### src/rtl/pc_pkg.sv
`default_nettype none
// ============================================================================
// Module      : pc_pkg
// Description : Shared constants and types for the program counter block:
//               data width, default reset vector and step, and the
//               next-PC select encoding.
// Revision    : 1.0 - initial release
// ============================================================================
package pc_pkg;

    localparam int unsigned XLEN = 32;

    localparam logic [XLEN-1:0] RESET_VECTOR_DEFAULT = 32'h0000_0000;
    localparam int unsigned     PC_STEP_DEFAULT      = 4;

    // Source of the next program counter value.
    typedef enum logic [1:0] {
        SEL_JUMP   = 2'd0,
        SEL_BRANCH = 2'd1,
        SEL_HOLD   = 2'd2,
        SEL_INC    = 2'd3
    } pc_sel_e;

endpackage : pc_pkg
`default_nettype wire

### src/rtl/pc_next_calc.sv
`default_nettype none
// ============================================================================
// Module      : pc_next_calc
// Description : Purely combinational next-PC logic. Chooses the next-PC
//               source by priority (jump, branch, stall, advance), forms
//               the word-aligned next PC and flags a misaligned redirect.
// Config      : PC_BRANCH_EN - when defined, adds the PC-relative branch
//               inputs and the branch adder.
// Ports       : pc_i            current program counter
//               stall_i         hold the PC unless redirected
//               jump_valid_i    absolute redirect request
//               jump_target_i   absolute redirect address
//               branch_taken_i  relative redirect request  (PC_BRANCH_EN)
//               branch_offset_i signed relative offset     (PC_BRANCH_EN)
//               next_pc_o       value to load on the next clock edge
//               misalign_o      redirect target had nonzero bits [1:0]
// Revision    : 1.0 - initial release
// ============================================================================
module pc_next_calc
    import pc_pkg::*;
#(
    parameter int unsigned PC_STEP = PC_STEP_DEFAULT
) (
    input  logic [XLEN-1:0] pc_i,
    input  logic            stall_i,
    input  logic            jump_valid_i,
    input  logic [XLEN-1:0] jump_target_i,
`ifdef PC_BRANCH_EN
    input  logic            branch_taken_i,
    input  logic [XLEN-1:0] branch_offset_i,
`endif
    output logic [XLEN-1:0] next_pc_o,
    output logic            misalign_o
);

    pc_sel_e w_sel;

`ifdef PC_BRANCH_EN
    // Unmasked branch target; low bits are needed for the misalign flag.
    logic [XLEN-1:0] w_branch_tgt;
    assign w_branch_tgt = pc_i + branch_offset_i;
`endif

    always_comb begin
        w_sel = SEL_INC;
        if (jump_valid_i) begin
            w_sel = SEL_JUMP;
`ifdef PC_BRANCH_EN
        end else if (branch_taken_i) begin
            w_sel = SEL_BRANCH;
`endif
        end else if (stall_i) begin
            w_sel = SEL_HOLD;
        end
    end

    always_comb begin
        next_pc_o  = pc_i + XLEN'(PC_STEP);
        misalign_o = 1'b0;
        case (w_sel)
            SEL_JUMP: begin
                next_pc_o  = {jump_target_i[XLEN-1:2], 2'b00};
                misalign_o = |jump_target_i[1:0];
            end
`ifdef PC_BRANCH_EN
            SEL_BRANCH: begin
                next_pc_o  = {w_branch_tgt[XLEN-1:2], 2'b00};
                misalign_o = |w_branch_tgt[1:0];
            end
`endif
            SEL_HOLD: begin
                next_pc_o = pc_i;
            end
            default: begin
                next_pc_o = pc_i + XLEN'(PC_STEP);
            end
        endcase
    end

endmodule : pc_next_calc
`default_nettype wire

### src/rtl/pc.sv
`default_nettype none
// ============================================================================
// Module      : pc
// Description : Program counter register. Holds the registered PC and the
//               one-cycle misalign flag; next-state logic lives in
//               pc_next_calc.
// Config      : PC_BRANCH_EN - when defined, exposes branch_taken and
//               branch_offset and enables the PC-relative branch path.
// Ports       : clk           rising-edge clock
//               reset         asynchronous active-low reset
//               stall         hold PC unless a redirect is requested
//               jump_valid    absolute redirect request
//               jump_target   absolute redirect byte address
//               branch_taken  relative redirect request  (PC_BRANCH_EN)
//               branch_offset signed byte offset         (PC_BRANCH_EN)
//               output_PC     registered program counter
//               misalign      registered misaligned-redirect flag
// Revision    : 1.0 - initial release
// ============================================================================
module pc
    import pc_pkg::*;
#(
    parameter logic [XLEN-1:0] RESET_VECTOR = RESET_VECTOR_DEFAULT,
    parameter int unsigned     PC_STEP      = PC_STEP_DEFAULT
) (
    input  logic            clk,
    input  logic            reset,
    input  logic            stall,
    input  logic            jump_valid,
    input  logic [XLEN-1:0] jump_target,
`ifdef PC_BRANCH_EN
    input  logic            branch_taken,
    input  logic [XLEN-1:0] branch_offset,
`endif
    output logic [XLEN-1:0] output_PC,
    output logic            misalign
);

    logic [XLEN-1:0] pc_q;
    logic [XLEN-1:0] pc_d;
    logic            misalign_q;
    logic            misalign_d;

    pc_next_calc #(
        .PC_STEP         (PC_STEP)
    ) u_next_calc (
        .pc_i            (pc_q),
        .stall_i         (stall),
        .jump_valid_i    (jump_valid),
        .jump_target_i   (jump_target),
`ifdef PC_BRANCH_EN
        .branch_taken_i  (branch_taken),
        .branch_offset_i (branch_offset),
`endif
        .next_pc_o       (pc_d),
        .misalign_o      (misalign_d)
    );

    always_ff @(posedge clk or negedge reset) begin
        if (!reset) begin
            pc_q       <= RESET_VECTOR;
            misalign_q <= 1'b0;
        end else begin
            pc_q       <= pc_d;
            misalign_q <= misalign_d;
        end
    end

    assign output_PC = pc_q;
    assign misalign  = misalign_q;

endmodule : pc
`default_nettype wire

### config.mk
export PLATFORM = sky130hd
export DESIGN_NAME = pc
export DESIGN_NICKNAME = d
export VERILOG_FILES = /design/src/rtl/pc_pkg.sv /design/src/rtl/pc_next_calc.sv /design/src/rtl/pc.sv
export SDC_FILE = /design/constraint.sdc
export NUM_CORES = 1
export LEC_CHECK = 0
export CAP_MARGIN = 20
export CORE_UTILIZATION = 39
export CTS_CLUSTER_DIAMETER = 40
export DETAILED_ROUTE_END_ITERATION = 12
export PLACE_DENSITY_LB_ADDON = 0.1
export SLEW_MARGIN = 10
export SYNTH_ARGS = -nofsm -noshare
export SYNTH_HDL_FRONTEND = slang
export SYNTH_SLANG_ARGS = --single-unit
### constraint.sdc
create_clock -name clk -period 1.58 [get_ports clk]
set_input_delay 0.316 -clock clk [delete_from_list [all_inputs] [get_ports clk]]
set_output_delay 0.316 -clock clk [all_outputs]
set_load 0.05 [all_outputs]
# Word-level counts from Yosys, hierarchy flattened

Cells that the tools add are included.

$add $sub $neg: 1
Equal/unequal tests: 1
Muxes and demuxes: 4
Reduce and logical (&&, ||, !) cells: 2

Operator list:

| operator              | count |
|---|---|
| $pmux 32 s2           | 1 |
| $add 32x3->32 const B | 1 |
| $eq 2x2->1 const B    | 1 |
| $logic_not 2->1       | 1 |
| $mux 1                | 2 |
| $mux 2                | 1 |
| $reduce_or 2->1       | 1 |

Word-level logic and storage cells: 10
Flip-flop bits (word level): 33

# Logic depth before layout (Yosys ltp)

Word-level depth: 4
Gate-level depth with buffers: 6
Gate-level depth less buffers: 6

# By module

A second synthesis with hierarchy kept.

Cells, all modules: 211
Area total of the unflattened synthesis: 1861.8 sq um

By module, submodules not included:

| module       | cells each | area each (sq um) | instances |
|---|---|---|---|
| pc_next_calc | 178        | 1036.0            | 1 |
| pc           | 33         | 825.8             | 1 |

# Worst setup path before layout

Ideal clock, no wire load.

Path kind: register to register
Start: register pc_q[2] (netlist: output_PC[2])
End: register pc_q[24] (netlist: output_PC[24])
Clock period less this slack: 1.995 ns
Stages on the path, launching flop included: 7
Setup slack: -0.415 ns
Setup time: 0.125 ns
Path buffers: 0
Arrival time: 1.870 ns
Cells stage by stage: dfrtp_1 -> ha_1 -> and4b_1 -> nand2_2 -> nor4_4 -> xnor2_1 -> mux2_2

Word-level cells in the longest chain between the ends: 2

RTL lines:

| what                   | line               | RTL |
|---|---|---|
| from (decl)            | pc.sv:39           | `logic [XLEN-1:0] pc_q;` |
| from (signal assigned) | pc.sv:64           | `pc_q <= pc_d;` |
| $add 32x3->32          | pc_next_calc.sv:75 | `next_pc_o = pc_i + XLEN'(PC_STEP);` |
| $pmux 32 s2            | pc_next_calc.sv:60 | `case (w_sel)` |

No other way between the ends.
A chain may end at the register's enable or synchronous reset.

# Final worst setup path

Start: register pc_q[10] (netlist: output_PC[10])
End: register pc_q[24] (netlist: output_PC[24])

Same word-level chain as after synthesis.

==> metrics <==
H-tree levels=2; Remaining Overflow, GRT=0; initial antenna violation count=0; mean area per synthesized cell=9.517 um2; Synth cell types=33; combinational family with the most area after synthesis=simple AND/OR/NAND/NOR gates; core area=between 4000 and 5000 um2; Port Buffer Count=66; Rows=23; Static Leak=between 0.001 and 0.0015 uW; Comb pwr share=~37%; YS warnings=0; most frequent cells in the layout=39 x buf_4, 33 x clkdlybuf4s50_1, 32 x nand2_1, 30 x buf_12, 21 x dfrtp_2; clk root buf=clkbuf_8; WL/cell=approximately 15 um; Reg2Reg Depth=5; net switching power=a little over 900 uW; Clk pwr share=between 20% and 30%; critical-path cell list=nand3_2 -> or3_4 -> nor4_4 -> xnor2_1 -> mux2_2; setup TNS=-0.1290 ns; max incr delay on CP=0.44 ns; min Tclk post-route=1.656 ns; total wire length=just over 5000 um; first-pass GRT wire length=~7700 um; I/O pin total=slightly below 70; die span in x=~69 um; post-synthesis xor/xnor area fraction=between 10 and 15%; power density over the cells=~880 nW/um2; Peak Freq=roughly 600 MHz; failing checks=setup timing; fin util=77.75%; routed via count=about 1700; Worst path slowest cell=or3_4; Die H=68.83 um; clk sinks=31; Sw Ratio=32.49%; Layout Cells excl Fill=about 340; vias in the first global route=between 1500 and 2000; worst setup margin=-0.07610 ns; Cells after Synth=approximately 180; Crit path buffers/inverters=0; antenna cells=0; Residual DRC=0; Setup-failing EPs final=3; Final Skew=about 0.0079 ns; worst vdd ir=720.8 uV; Top delay family on crit path=simple AND/OR/NAND/NOR gates; DR pass1 iterations=4; Synth Area in Compound Gates=~8.5%; worst hold stages=2; Nets=approximately 320; Antenna Violating Nets Remaining=0; Max Slew Vio Count=0; Final HPWL DP=approximately 3600 um; sequential group share of total power=33.9%; post-synthesis cell area=approximately 1700 um2; Post-Synth Adder-Cell Area=less than 1%; critical path endpoint category=flip-flop; worst setup path class=reg2reg; outcome=finished, violations left; Seq/Total Area, Yosys=44.54%; HP Class=in2reg; gpl congestion=just under 0.8; post-synthesis simple-gate area fraction=26.58%; CP Launch Type=flip-flop; P&R area growth vs syn=84.99%; TritonCTS Buffers=5; Die Footprint=approximately 4700 um2; Initial Util=between 40% and 50%; WP data arrival=around 1.8 ns; CP max FO=4; commonest non-fill, non-tap cell in the layout=buf_4; RSZ-0062 raised after global routing=yes; final worst-path cycle share=104.8%; mux cell area share after synthesis=between 1.5 and 2%; cell count after placement=around 330; largest net degree at the start of global routing=32; HP Start=jump_valid; worst r2r dst=output_PC[24]; Fin. Hold Viols=0; clk buf depth=2; Internal=around 1900 uW; Clock Latency Late Sink=0.29 ns; CTS clock-pin slew for the worst setup and hold paths=0.07 ns; number of DRC markers in iteration 0=between 100 and 150; CTS tree=yes; GRT Overall Usage=22.38%; WHS Endpoint=output_PC[22]; Vias per Instance=5.175; synthesis-stage register bit count=31; R2R Path Start=output_PC[10]; worst path required time=around 1.8 ns; worst reg-to-reg setup slack=-0.08 ns; Max Cap Viol=0; proportion of layout cells with a drive suffix above 1=a little over two fifths
-- synth_stat cells, drive strengths merged --
library cell  instances  share of area, %
ha                    1              0.72
clkbuf                6               1.3
or3                   1              0.65
nor2                  1              0.22
and2                  2              0.72
inv                   1              0.22
nand4                11               4.3
nor4b                 1              0.86
and4                  2               1.0
conb                  1              0.22
o21ai                28               8.0
nor4                  2               1.6
and3                  8               2.9
nor3                  3               1.4
xnor2                10               5.0
and4b                 2               1.1
nor3b                 1              0.43
mux2                  2               1.3
o21a                  1              0.43
nand3                11               3.7
xor2                 19               9.6
nor2b                 1              0.36
dfrtp                31                45
nand2                33               7.3
mux2i                 1              0.57
buf                   3               1.5
-- registers in the layout, indices dropped and copies added (netlist names) --
name and count:
misalign 1, output_PC 30
-- power by group through the flow --
stage | combinational [uW] | sequential (uW) | clock, uW
CTS | 1050 | 954 | 825
floorplan | 163 | 1250 | 0
global route | 1110 | 968 | 858
detailed placement | 1040 | 968 | 0
global placement | 1030 | 965 | 0
finish | 1050 | 959 | 818
-- cell type report --
| cell class | count | area [um2] |
|---|---|---|
| flip-flops and latches | 31 | 802.0 |
| multi-input cells | 143 | 987.2 |
| fillers | 279 | 922.1 |
| repair buffers | 105 | 1249 |
| inverters | 1 | 3.754 |
| clock buffers | 6 | 82.58 |
| well taps | 50 | 62.56 |
| clock inverters | 2 | 35.03 |
-- per-stage QoR --
stage	power (uW)	hold slack [ns]	setup slack, ns	area [um2]
2_1_floorplan	1410	0.02041	-0.2275	1804
3_3_place_gp	1994	0.6060	-0.3309	3048
3_5_place_dp	2005	0.6157	-0.3936	3048
4_1_cts	2828	0.3074	-0.01798	3187
5_1_grt	2932	0.3196	-0.1198	3222
6_report	2829	0.3132	-0.07610	3222
-- layer usage --
layer | up-vias | routed length (um) | global-route usage (%)
li1 | 841 | - | -
met1 | 844 | 2140 | 27.17
met2 | 55 | 2671 | 38.36
met3 | 9 | 236 | 4.770
met4 | 0 | 70 | 9.184
met5 | - | 0 | 0
-- kinds of logic (layout without fill, tap and decap cells) --
group           after synthesis  in the layout
compound gates               29             29
xor+xnor                     29             29
fa+ha+maj                     1              1
buf+inv                      10            114
flops                        31             31
mux                           3              3
other cells                   1              2
simple gates                 79             79
-- worst reg2reg max path: stages (launching register included) --
cell     delay, ns
dfrtp_2       0.38
nand3_2       0.09
or3_4         0.44
nor4_4        0.26
xnor2_1       0.11
mux2_2        0.27
-- worst max path at each step --
stage                             start       endpoint  slack [ns]  cells after the start
final                     output_PC[10]  output_PC[24]       -0.08                      5
after global routing       output_PC[2]  output_PC[20]       -0.12                      6
after CTS                 output_PC[13]  output_PC[24]       -0.02                      5
after detailed placement          stall  output_PC[24]       -0.39                      6
after global placement            stall  output_PC[24]       -0.33                      6
after floorplan            output_PC[2]  output_PC[24]       -0.23                      6
-- timing repair --
action                                 4_1_cts  5_1_grt
setup buffers                                1        1
endpoints found under the hold margin        0        0
cloned                                       0        0
pin swaps                                    4       10
gates resized for setup                      4        9
hold buffers                                 0        0
setup endpoints to repair                   15       17
Note: power is estimated with default switching activity, not from simulation.
